<file path="src/rtl/mips_defs.sv">
// Shared MIPS encoding definitions: opcode/funct constants (common with the
// arithmetic decoder), encoder mnemonic indices, instruction field positions
// and the encoder result type.
package mips_defs;

  // Primary opcodes
  localparam logic [5:0] OP_OTHER0 = 6'h00;
  localparam logic [5:0] OP_ADDI   = 6'h08;
  localparam logic [5:0] OP_ANDI   = 6'h0C;
  localparam logic [5:0] OP_ORI    = 6'h0D;
  localparam logic [5:0] OP_XORI   = 6'h0E;

  // funct codes under OP_OTHER0
  localparam logic [5:0] OP0_ADD = 6'h20;
  localparam logic [5:0] OP0_SUB = 6'h22;
  localparam logic [5:0] OP0_AND = 6'h24;
  localparam logic [5:0] OP0_OR  = 6'h25;
  localparam logic [5:0] OP0_XOR = 6'h26;
  localparam logic [5:0] OP0_NOR = 6'h27;

  // Encoder mnemonic indices; 10..15 are illegal
  typedef enum logic [3:0] {
    MN_ADD  = 4'd0,
    MN_SUB  = 4'd1,
    MN_AND  = 4'd2,
    MN_OR   = 4'd3,
    MN_NOR  = 4'd4,
    MN_XOR  = 4'd5,
    MN_ADDI = 4'd6,
    MN_ANDI = 4'd7,
    MN_ORI  = 4'd8,
    MN_XORI = 4'd9
  } mnem_e;

  // Field LSB positions within a 32-bit instruction word
  localparam int unsigned OPC_LSB = 26;
  localparam int unsigned RS_LSB  = 21;
  localparam int unsigned RT_LSB  = 16;
  localparam int unsigned RD_LSB  = 11;

  typedef struct packed {
    logic        legal;
    logic [31:0] word;
  } enc_t;

endpackage

</file>
<file path="src/rtl/mips_word_fifo.sv">
// Count-based synchronous FIFO with valid/ready on both sides.
// Ports: clock, reset (async active-low), clear (sync flush),
//        push_valid/push_ready/push_data, pop_valid/pop_ready/pop_data.
// pop_data shows the head when non-empty, otherwise the last popped entry
// (zero after reset). No input-to-output pass-through.
module mips_word_fifo #(
  parameter int unsigned DEPTH = 4,
  parameter int unsigned WIDTH = 64
) (
  input  logic             clock,
  input  logic             reset,
  input  logic             clear,
  input  logic             push_valid,
  output logic             push_ready,
  input  logic [WIDTH-1:0] push_data,
  output logic             pop_valid,
  input  logic             pop_ready,
  output logic [WIDTH-1:0] pop_data
);

  localparam int unsigned PTR_W = $clog2(DEPTH);
  localparam int unsigned CNT_W = $clog2(DEPTH + 1);

  logic [WIDTH-1:0] mem [DEPTH];
  logic [PTR_W-1:0] wr_ptr, rd_ptr;
  logic [CNT_W-1:0] count;
  logic [WIDTH-1:0] last;
  logic             do_push, do_pop;

  assign push_ready = (count != CNT_W'(DEPTH));
  assign pop_valid  = (count != '0);
  assign do_push    = push_valid & push_ready & ~clear;
  assign do_pop     = pop_valid & pop_ready & ~clear;
  assign pop_data   = pop_valid ? mem[rd_ptr] : last;

  always_ff @(posedge clock or negedge reset) begin
    if (!reset) begin
      wr_ptr <= '0;
      rd_ptr <= '0;
      count  <= '0;
      last   <= '0;
    end else if (clear) begin
      wr_ptr <= '0;
      rd_ptr <= '0;
      count  <= '0;
    end else begin
      if (do_push) wr_ptr <= wr_ptr + PTR_W'(1);
      if (do_pop) begin
        rd_ptr <= rd_ptr + PTR_W'(1);
        last   <= mem[rd_ptr];
      end
      case ({do_push, do_pop})
        2'b10:   count <= count + CNT_W'(1);
        2'b01:   count <= count - CNT_W'(1);
        default: count <= count;
      endcase
    end
  end

  always_ff @(posedge clock) begin
    if (do_push) mem[wr_ptr] <= push_data;
  end

endmodule

</file>
<file path="src/rtl/mips_encode_stream.sv">
// Symbolic ALU instruction -> 32-bit MIPS word emitter with sequential
// addressing and an output FIFO.
// Ports: clock, reset (async active-low), clear (sync flush);
//        in_valid/in_ready + in_mnem/in_rd/in_rs/in_rt/in_imm request;
//        out_valid/out_ready + out_instr/out_addr FIFO head;
//        except (one-cycle pulse after an illegal accept), err_count
//        (saturating illegal-request count).
module mips_encode_stream
  import mips_defs::*;
#(
  parameter int unsigned DEPTH     = 4,
  parameter logic [31:0] BASE_ADDR = 32'h0040_0000
) (
  input  logic        clock,
  input  logic        reset,
  input  logic        clear,
  input  logic        in_valid,
  output logic        in_ready,
  input  logic [3:0]  in_mnem,
  input  logic [4:0]  in_rd,
  input  logic [4:0]  in_rs,
  input  logic [4:0]  in_rt,
  input  logic [15:0] in_imm,
  output logic        out_valid,
  input  logic        out_ready,
  output logic [31:0] out_instr,
  output logic [31:0] out_addr,
  output logic        except,
  output logic [7:0]  err_count
);

  function automatic enc_t encode(input logic [3:0] mnem, input logic [4:0] rd,
                                  input logic [4:0] rs, input logic [4:0] rt,
                                  input logic [15:0] imm);
    enc_t       r;
    logic [5:0] opc;
    logic [5:0] funct;
    logic       is_r;
    opc     = OP_OTHER0;
    funct   = '0;
    is_r    = 1'b1;
    r.legal = 1'b1;
    case (mnem)
      MN_ADD:  funct = OP0_ADD;
      MN_SUB:  funct = OP0_SUB;
      MN_AND:  funct = OP0_AND;
      MN_OR:   funct = OP0_OR;
      MN_NOR:  funct = OP0_NOR;
      MN_XOR:  funct = OP0_XOR;
      MN_ADDI: begin opc = OP_ADDI; is_r = 1'b0; end
      MN_ANDI: begin opc = OP_ANDI; is_r = 1'b0; end
      MN_ORI:  begin opc = OP_ORI;  is_r = 1'b0; end
      MN_XORI: begin opc = OP_XORI; is_r = 1'b0; end
      default: begin r.legal = 1'b0; is_r = 1'b0; end
    endcase
    r.word = (32'(opc) << OPC_LSB) | (32'(rs) << RS_LSB) | (32'(rt) << RT_LSB);
    if (is_r) r.word = r.word | (32'(rd) << RD_LSB) | 32'(funct);
    else      r.word = r.word | 32'(imm);
    return r;
  endfunction

  enc_t        enc;
  logic        fifo_ready;
  logic        accept;
  logic        push;
  logic [31:0] pc;
  logic [63:0] head;

  assign enc      = encode(in_mnem, in_rd, in_rs, in_rt, in_imm);
  assign in_ready = fifo_ready & ~clear & reset;
  assign accept   = in_valid & in_ready;
  assign push     = accept & enc.legal;

  mips_word_fifo #(
    .DEPTH(DEPTH),
    .WIDTH(64)
  ) u_fifo (
    .clock      (clock),
    .reset      (reset),
    .clear      (clear),
    .push_valid (push),
    .push_ready (fifo_ready),
    .push_data  ({enc.word, pc}),
    .pop_valid  (out_valid),
    .pop_ready  (out_ready),
    .pop_data   (head)
  );

  assign out_instr = head[63:32];
  assign out_addr  = head[31:0];

  always_ff @(posedge clock or negedge reset) begin
    if (!reset) begin
      pc        <= BASE_ADDR;
      except    <= 1'b0;
      err_count <= '0;
    end else if (clear) begin
      pc        <= BASE_ADDR;
      except    <= 1'b0;
      err_count <= '0;
    end else begin
      except <= accept & ~enc.legal;
      if (push) pc <= pc + 32'd4;
      if (accept && !enc.legal && err_count != '1) err_count <= err_count + 8'd1;
    end
  end

endmodule

</file>
<file path="config.mk">
export PLATFORM = sky130hd
export DESIGN_NAME = mips_encode_stream
export DESIGN_NICKNAME = d
export VERILOG_FILES = /design/src/rtl/mips_defs.sv /design/src/rtl/mips_word_fifo.sv /design/src/rtl/mips_encode_stream.sv
export SDC_FILE = /design/constraint.sdc
export NUM_CORES = 1
export LEC_CHECK = 0
export ABC_AREA = 1
export CORE_MARGIN = 10
export CORE_UTILIZATION = 40
export DETAILED_ROUTE_END_ITERATION = 6
export PLACE_DENSITY = 0.6
export SKIP_LAST_GASP = 1
export SYNTH_ARGS = -nofsm -noshare
export SYNTH_HDL_FRONTEND = slang
export SYNTH_SLANG_ARGS = --single-unit
</file>
<file path="constraint.sdc">
create_clock -name clock -period 8.85 [get_ports clock]
set_clock_uncertainty 0.15 [all_clocks]
set_input_delay 2.655 -clock clock [delete_from_list [all_inputs] [get_ports clock]]
set_output_delay 2.655 -clock clock [all_outputs]
set_load 0.05 [all_outputs]
</file>
* After elaboration in Yosys (flattened, before gate mapping)
Memories as Yosys holds them, arrays and structs flattened. Cells that the tools add are included.
Storage, ports and cells: register bits after elaboration 112, latch bits 0, RAM bits 256, bits in read-only memories 0, input port bits 40, output and inout bits 75, word-level logic and storage cells 75, memories kept 1
Memories:
- u_fifo.mem | depth 4, bits a word 64, rd ports 1, clocked after Yosys merged registers in 0, write ports 1, RTL line mips_word_fifo.sv:24 | logic [WIDTH-1:0] mem [DEPTH];
Cells by class: $add $sub $neg 6, $mul 0, divide/modulo/power cells 0, $lt $le $gt $ge 0, equal/unequal tests 13, shift operators 0, muxes and demuxes 19, bitwise gates (word level) 16, reduce and logical (&&, ||, !) cells 13
Operators by type and width (number):
- $mux W32 | 3
- $mux W64 | 1
- $or A32 B16 Y32 | 2
- $pmux W6 S6 | 1
- $add A32 B3 Y32 const B | 1
- $or A32 B21 Y32 | 1
- $or A32 B26 Y32 | 1
- $or A32 B6 Y32 | 1
- $eq A4 B3 Y1 const B | 4
- $mux W8 | 2
- $pmux W4 S4 | 1
- $reduce_or A10 Y1 | 1
- $and A1 B1 Y1 | 9
- $add A8 B1 Y8 const B | 1
- $eq A4 B2 Y1 const B | 2
- $eq A4 B4 Y1 const B | 2
- $mux W2 | 4
- $ne A8 B8 Y1 const B | 1
- $reduce_bool A2 Y1 | 4
- $pmux W3 S2 | 1
- $reduce_bool A3 Y1 | 2
- $reduce_or A6 Y1 | 1
- $mux W1 | 5
- $add A2 B1 Y2 const B | 2
- 12 further kinds | 14

* Logic depth before layout (Yosys ltp)
Gate-level depths: netlist (run 1).
depth in word-level cells 10, mapped depth 13, depth with buffers taken out 13

* Modules after synthesis
Synthesis (run 1) repeated with hierarchy kept, for this count alone.
Second synthesis, totals: cell total of the unflattened synthesis 1495, area total of the unflattened synthesis 15777.6 µm²
By module, submodules not included:
- mips_word_fifo | instances 1, cells an instance 1095, area each 13045.0 µm²
- mips_encode_stream | instances 1, cells an instance 400, area each 2732.6 µm²

* Least setup slack after synthesis (run 1)
No wires, ideal clock.
path type input-to-output, start input clear, end output in_ready, data arrival time 3801 ps, data required time 6045 ps, setup slack 2244 ps, stages on the path 5, path buffers 2, path through buf_6 inv_2 buf_2 nand2_1 nor2_1
Between the ends: cells in the longest elaborated chain, start to end 3
RTL lines:
- start, declared | RTL line mips_encode_stream.sv:16 | input logic clear,
- $not A1 Y1 (no line)
- $and A1 B1 Y1 (2 in a row) | RTL line mips_encode_stream.sv:70 | assign in_ready = fifo_ready & ~clear & reset;
- end, declared | RTL line mips_encode_stream.sv:18 | output logic in_ready,
No other way between the ends.

* Worst setup path after layout (run 1)
Ends and elaborated chain as after synthesis.

==> impl_results.md, run 1 <==
- Crit path from: clear
- Chip Height: roughly 210 um
- Post-route DRC: 0
- Die area: 45700 sq um
- Root buffer cell: clkbuf_16
- Setup ws final: ~1.6 ns
- CP max FO: 10
- Tmin final: 7.27 ns
- Fraction of registers with async set/reset: 30.6%
- Total power: between 4 and 5 mW
- Ports: roughly 120
- P&R area growth vs syn: 18.0%
- Netlist Area Pre-Place: around 15000 sq um
- Die X: between 200 and 250 um
- Final period util: about 80%
- GR Util All Layers: about 16%
- Final Max Slew Viols: 0
- CP Launch Type: input pin
- Top cells by count, synth: nand2_1, edfxtp_1, o21ai_0, nor2_1, inv_1
- Least-Margin Pin Slew: between 1 and 1.5 ns
- DR vias: between 10000 and 15000
- Met3 WL: between 2000 and 2500 um
- CTS resizes: 0
- Mean routed wirelength per cell: 17.3 um
- Layout cells sized above 1: under 10%
- Flop and latch count out of synthesis: about 350
- Top cell type's share of synthesized area: a little under half
- Min Hold Slack: between 0.3 and 0.4 ns
- Starting Density: about two fifths
- Met2 Wirelength: 17000 um
- Syn Inst Count: roughly 1500
- Max cap viols: 0
- Largest net degree at the start of global routing: just under 80
- Status: finished clean
- Top_reg_cell synth: edfxtp_1
- Worst setup path end: in_ready
- DP HPWL: around 21000 um
- RePlAce Congestion: a little over 0.9
- Pre-Repair DR Iteration Count: 5
- Comb power frac: between 20% and 30%
- Clock buffer depth: 3
- Most frequent cell after synthesis: nand2_1
- Filler Cells Inserted: 3351
- ANT cells: 0
- Yosys warns: 0
- Highest metal used: met4
- CTS Buf Count: 39
- Finished layout cell area: 17700 sq um
- Peak Freq: 138 MHz
- Worst r2r src: u_fifo.count[0]
- Rows: 70
- Worst-Skew Late Latency: 0.53 ns
- Netlist cell types: between 40 and 50
- Core Footprint: 36900 sq um
- Cell taking the most area after synthesis: edfxtp_1
- Setup crit end kind: output pin
- Setup bufs post-CTS: 0
- R2r setup slk: about 5.7 ns
- H-tree levels: 2
- Psw: between 1 and 1.5 mW
- Clock power frac: about a third
- Layout Cells excl Fill: a little over 2000
- Worst min-delay path category: flip-flop to flip-flop
- Post-route antenna net violation count: 0
- Worst EP required: between 6 and 7 ns
- PortBufs: 110
- Sum Neg Setup Slack: 0 ns
- Reg2reg end: u_fifo.last[7]
- CTS Hold Buffers Added: 0
- Total congestion overflow: 0
- Area after DPL: 16500 sq um
- Depth of the most critical reg-to-reg path: 7
- Final Util: 48.1%
- Reg clk slew, reported paths: roughly 0.060 ns
- Cell Int Power: 3.18 mW
- M1 WL: about 16000 um
- Setup CP Type: input pin to output pin
- # clock sinks: about 350
- Post-Place Setup Slack: ~1.6 ns
- P_leak: 6.54 nW
- Vias in the first global route: about 10000
- Final Hold Viols: 0
- CTS tree: done
- Vias per cell: just over 5
- Max_slew headroom: 33.1%
- RSZ-0062 raised after global routing: no
- Avg Cell Area, Syn: 10.3 sq um
- Ranking of synthesized cells by area: edfxtp_1, dfrtp_1, nand2_1, o21ai_0, nor2_1
- Initial DRC count: 698
- Sequential Power Share: a little over 40%
- Initial antenna violation count: 0
- Routed wire length: approximately 36000 um
- Sequential area share after synthesis: ~66%
- Pwr Density: ~260 nW/um^2
- Final-report setup violation count: 0
- Dpl cells: around 2000
- Switching Fraction: 31.7%
- Hold depth: 2
- Peak supply drop: between 100 and 150 uV
- Number of synthesized flops with an enable pin: 240
- Nets: approximately 1600
- Worst endpoint data arrival time: 4.47 ns
- First-pass GRT wire length: 56700 um
[cells in the final DEF (no fill, tap or decap), types with 4 or more instances in the layout]
cell / n
a21oi_1: 9
buf_4: 14
bufinv_16: 4
clkbuf_1: 11
clkbuf_16: 39
clkdlybuf4s50_1: 109
clkinv_1: 5
clkinv_2: 6
conb_1: 4
dfrtp_1: 104
edfxtp_1: 240
ha_1: 6
inv_1: 112
inv_2: 8
nand2_1: 290
nand2_2: 5
nand3_1: 26
nand4_1: 18
nor2_1: 187
nor2_4: 8
nor3_1: 6
o21ai_0: 209
o21ai_1: 54
o22ai_1: 60
xor2_1: 9
[power by group through the flow]
stage | Sequential, mW | Combinational, mW | Clock, mW
CTS | 1.92 | 1.18 | 1.61
finish | 1.92 | 1.16 | 1.57
global route | 1.93 | 1.24 | 1.68
detailed placement | 1.95 | 1.17 | 0
floorplan | 1.94 | 0.792 | 0
global placement | 1.95 | 1.16 | 0
[layout make-up]
cell class                      instances  area [sq um]  area share, %
Clock buffer                           52          1040           5.89
Clock inverter                         18           205           1.16
Inverter                              120           450           2.54
Multi-Input combinational cell        913          4320           24.4
Sequential cell                       346          9860           55.6
Tap cell                              504           631           3.56
Timing Repair Buffer                  124          1220           6.86
[how the worst min path moves through the flow]
| stage | startpoint | to | slack, ns |
|---|---|---|---|
| after detailed placement | u_fifo.last[46] | u_fifo.last[46] | 0.35 |
| after CTS | u_fifo.last[11] | u_fifo.last[11] | 0.37 |
| after global routing | u_fifo.last[33] | u_fifo.last[33] | 0.38 |
| final | u_fifo.last[42] | u_fifo.last[42] | 0.36 |
| after global placement | u_fifo.last[36] | u_fifo.last[36] | 0.35 |
| after floorplan | u_fifo.last[11] | u_fifo.last[11] | 0.33 |
[registers in the layout, indices dropped and copies added, names as in the netlist]
signal,count
u_fifo.rd_ptr,2
except,1
u_fifo.last,60
u_fifo.wr_ptr,2
u_fifo.count,3
err_count,8
u_fifo.mem,240
pc,30
[cells by family (layout without fill, tap and decap cells)]
family / after synthesis / in the layout / share of synthesized area [%]
AO/OA/AOI/OAI: 343 / 343 / 12.2
XOR/XNOR: 10 / 10 / 0.583
adder cells (fa/ha/maj): 7 / 7 / 0.633
buffers and inverters: 199 / 314 / 5.90
flip-flops: 346 / 346 / 65.6
other: 1 / 4 / 0.0250
AND/OR/NAND/NOR: 549 / 549 / 15.0
[layer usage]
layer	vias up	global-route usage [%]
li1	5135	-
met1	5091	20.6
met2	238	26.0
met3	54	2.95
met4	0	4.45
met5	-	0
[critical path, stage by stage]
cell and delay (ns):
clkdlybuf4s50_1 0.69, inv_2 0.15, nand2_1 0.06, nor2_1 0.09, clkdlybuf4s50_1 0.82
Note: power is estimated with default switching activity, not from simulation.
==> run 2: changes to the inputs <==
Clock period 8.85 ns to 6.9 ns, I/O delays scaled along.
==> run 2 against run 1 <==
Clock power rose by 24%. Core utilization is essentially flat. Wire length decreased by 0.84%. Sequential share of layout area barely moved. Design area about the same. Critical path depth increased by 1. First-iteration DRC count grew 14%. Hold slack better by 0.0022 ns. Largest cell class unchanged.
==> impl_results.md, run 2 (synthesis gave the netlist of run 1 again) <==
- Status: finished clean (unchanged)
- Layout Cells excl Fill: 2079 (was 2077)
- Root buffer cell: clkbuf_16 (unchanged)
- Total congestion overflow: 0 (unchanged)
- Largest register FFs: 240 (unchanged)
- Final-report setup violation count: 0 (unchanged)
- Hold depth: 2 (unchanged)
- CP Launch Type: flip-flop (was input pin)
- CP max FO: 76 (was 10)
- Min Hold Slack: 0.364 ns (was 0.361 ns)
- Crit path max-delay cell type: clkdlybuf4s50_1 (unchanged)
- Worst r2r src: u_fifo.count[0] (unchanged)
- Largest Register: u_fifo.mem (unchanged)
- Comb power frac: 25.1% (was 24.9%)
- Most frequent cells in the layout: nand2_1, edfxtp_1, o21ai_0 (unchanged)
- Final Max Slew Viols: 0 (unchanged)
- Pre-Repair DR Iteration Count: 5 (unchanged)
- Initial DRC count: 798 (was 698)
- Max stage delay on crit path: 0.86 ns (was 0.82 ns)
- Cell Int Power: 4.01 mW (was 3.18 mW)
- ANT cells: 0 (unchanged)
- Layout cells sized above 1: 6.86% (was 6.61%)
- Worst Hold End: u_fifo.last[32] (was u_fifo.last[42])
- Setup crit end kind: output pin (unchanged)
- Dpl cells: 2009 (was 2007)
- Worst min-delay path category: flip-flop to flip-flop (unchanged)
- Post-route DRC: 0 (unchanged)
- Top delay family on crit path: buffers and inverters (unchanged)
- Die X: 214 um (unchanged)
- CTS resizes: 0 (unchanged)
- Crit path from: u_fifo.rd_ptr[0] (was clear)
- Min-delay src: u_fifo.last[32] (was u_fifo.last[42])
- Worst endpoint data arrival time: 3.57 ns (was 4.47 ns)
- Setup bufs post-CTS: 0 (unchanged)
- Mean routed wirelength per cell: 17.2 um (was 17.3 um)
- P&R area growth vs syn: 17.9% (was 18.0%)
- PortBufs: 110 (unchanged)
- Max_slew headroom: 31.5% (was 33.1%)
- First-pass GRT wire length: 56700 um (about the same)
- Total power: 5.89 mW (was 4.66 mW)
- Final Hold Viols: 0 (unchanged)
- CTS Hold Buffers Added: 0 (unchanged)
- Core Footprint: 36900 sq um (unchanged)
- Clock buffer depth: 3 (unchanged)
- Pwr Density: 333 nW/um^2 (was 263 nW/um^2)
- Worst Path Buf+Inv: 2 (was 3)
- R2r setup slk: 3.11 ns (was 5.71 ns)
- CTS Buf Count: 38 (was 39)
- Reg clk slew, reported paths: 0.06 ns (about the same)
- Routed wire length: 35700 um (was 36000 um)
- DP HPWL: 21200 um (was 21300 um)
- Final period util: roughly 84%
- Ports: 115 (unchanged)
- Switching Fraction: 31.9% (was 31.7%)
- Vias in the first global route: 10200 (about the same)
- H-tree levels: 2 (unchanged)
- RePlAce Congestion: 0.891 (was 0.923)
- Psw: 1.88 mW (was 1.48 mW)
- Peak supply drop: 194 uV (was 102 uV)
- GR Util All Layers: 15.6% (was 15.7%)
- Largest net degree at the start of global routing: 90 (was 78)
- Rows: 70 (unchanged)
- Die area: 45700 sq um (unchanged)
- Top Registers: u_fifo.mem: 240 flops, u_fifo.last: 60 flops, pc: 30 flops (unchanged)
- # clock sinks: 346 (unchanged)
- Sequential Power Share: 41.8% (was 41.3%)
- Reg2reg end: u_fifo.last[49] (was u_fifo.last[7])
- Most frequent CP cell: o21ai_0 (was clkdlybuf4s50_1)
- DR vias: 10500 (about the same)
- Starting Density: 40.7% (unchanged)
- Worst-Skew Late Latency: 0.52 ns (was 0.53 ns)
- Initial antenna violation count: 0 (unchanged)
- Tmin final: around 5.8 ns
- Commonest non-fill, non-tap cell in the layout: nand2_1 (unchanged)
- CTS tree: done (unchanged)
- Sum Neg Setup Slack: 0 ns (unchanged)
- Depth of the most critical reg-to-reg path: 8 (was 7)
- Clock power frac: 33.1% (was 33.8%)
- Peak Freq: approximately 170 MHz
- Least-Margin Pin Slew: 1.03 ns (was 1.00 ns)
- Chip Height: 214 um (unchanged)
- Max cap viols: 0 (unchanged)
- Nets: 1592 (was 1591)
- RSZ-0062 raised after global routing: no (unchanged)
- Crit-path cells: buf_4 > o21ai_0 > o22ai_1 > nand2_1 > o21ai_0 > clkdlybuf4s50_1 (was clkdlybuf4s50_1 > inv_2 > nand2_1 > nor2_1 > clkdlybuf4s50_1)
- Post-route antenna net violation count: 0 (unchanged)
- Setup CP Type: flip-flop to output pin (was input pin to output pin)
- Vias per cell: 5.04 (was 5.06)
- P_leak: 6.54 nW (about the same)
- Worst EP required: 4.68 ns (was 6.05 ns)
[run 2: cell count changes in the layout (fill, tap and decap cells not counted), moves of 2 or more]
cell / change
clkinv_8: +2
clkinv_2: +2
buf_4: +2
bufinv_16: -2
clkinv_1: -2
[run 2: final cells by class]
class | instances | area, sq um
fill | 3376 | 19200
sequential | 346 | 9860
multi-input combinational | 913 | 4320
timing repair buffer | 126 | 1240
clock buffer | 54 | 1060
tap | 504 | 631
inverter | 120 | 450
clock inverter | 16 | 153
[run 2: worst max path at each step]
stage | to | cells after the start
2_1_floorplan | u_fifo.mem[0][10] | 5
3_3_place_gp | in_ready | 6
3_5_place_dp | in_ready | 6
4_1_cts | out_addr[11] | 6
5_1_grt | out_addr[17] | 6
6_report | out_instr[1] | 6
[run 2: tightest hold or removal path: stages (launching register included)]
cell     delay [ns]
dfrtp_1        0.32
inv_1          0.05
o21ai_1        0.11
[run 2: power groups by stage]
stage               clock, mW  sequential, mW  combinational (mW)
finish                   1.95            2.46                1.48
global route             2.09            2.48                1.58
CTS                      2.00            2.46                1.50
detailed placement          0            2.51                1.50
global placement            0            2.50                1.49
floorplan                   0            2.49                1.02
[run 2: per-layer routing]
metal  track usage, %  share of wire (%)  vias to the layer above
met5                0                  0                        -
met4             3.81                1.8                        0
met3             2.44                5.6                       40
met2             25.6                 47                      251
met1             21.3                 46                     5042
li1                 -                  -                     5139
[run 2: metrics by stage]
step / cell area (sq um) / setup WS (ns) / utilization [%]
2_1_floorplan: 15000 / 1.11 / -
3_3_place_gp: 16500 / 1.60 / 44.8
3_5_place_dp: 16500 / 1.61 / 44.8
4_1_cts: 17700 / 1.10 / 48.1
5_1_grt: 17700 / 0.845 / 48.1
6_report: 17700 / 1.11 / 48.1
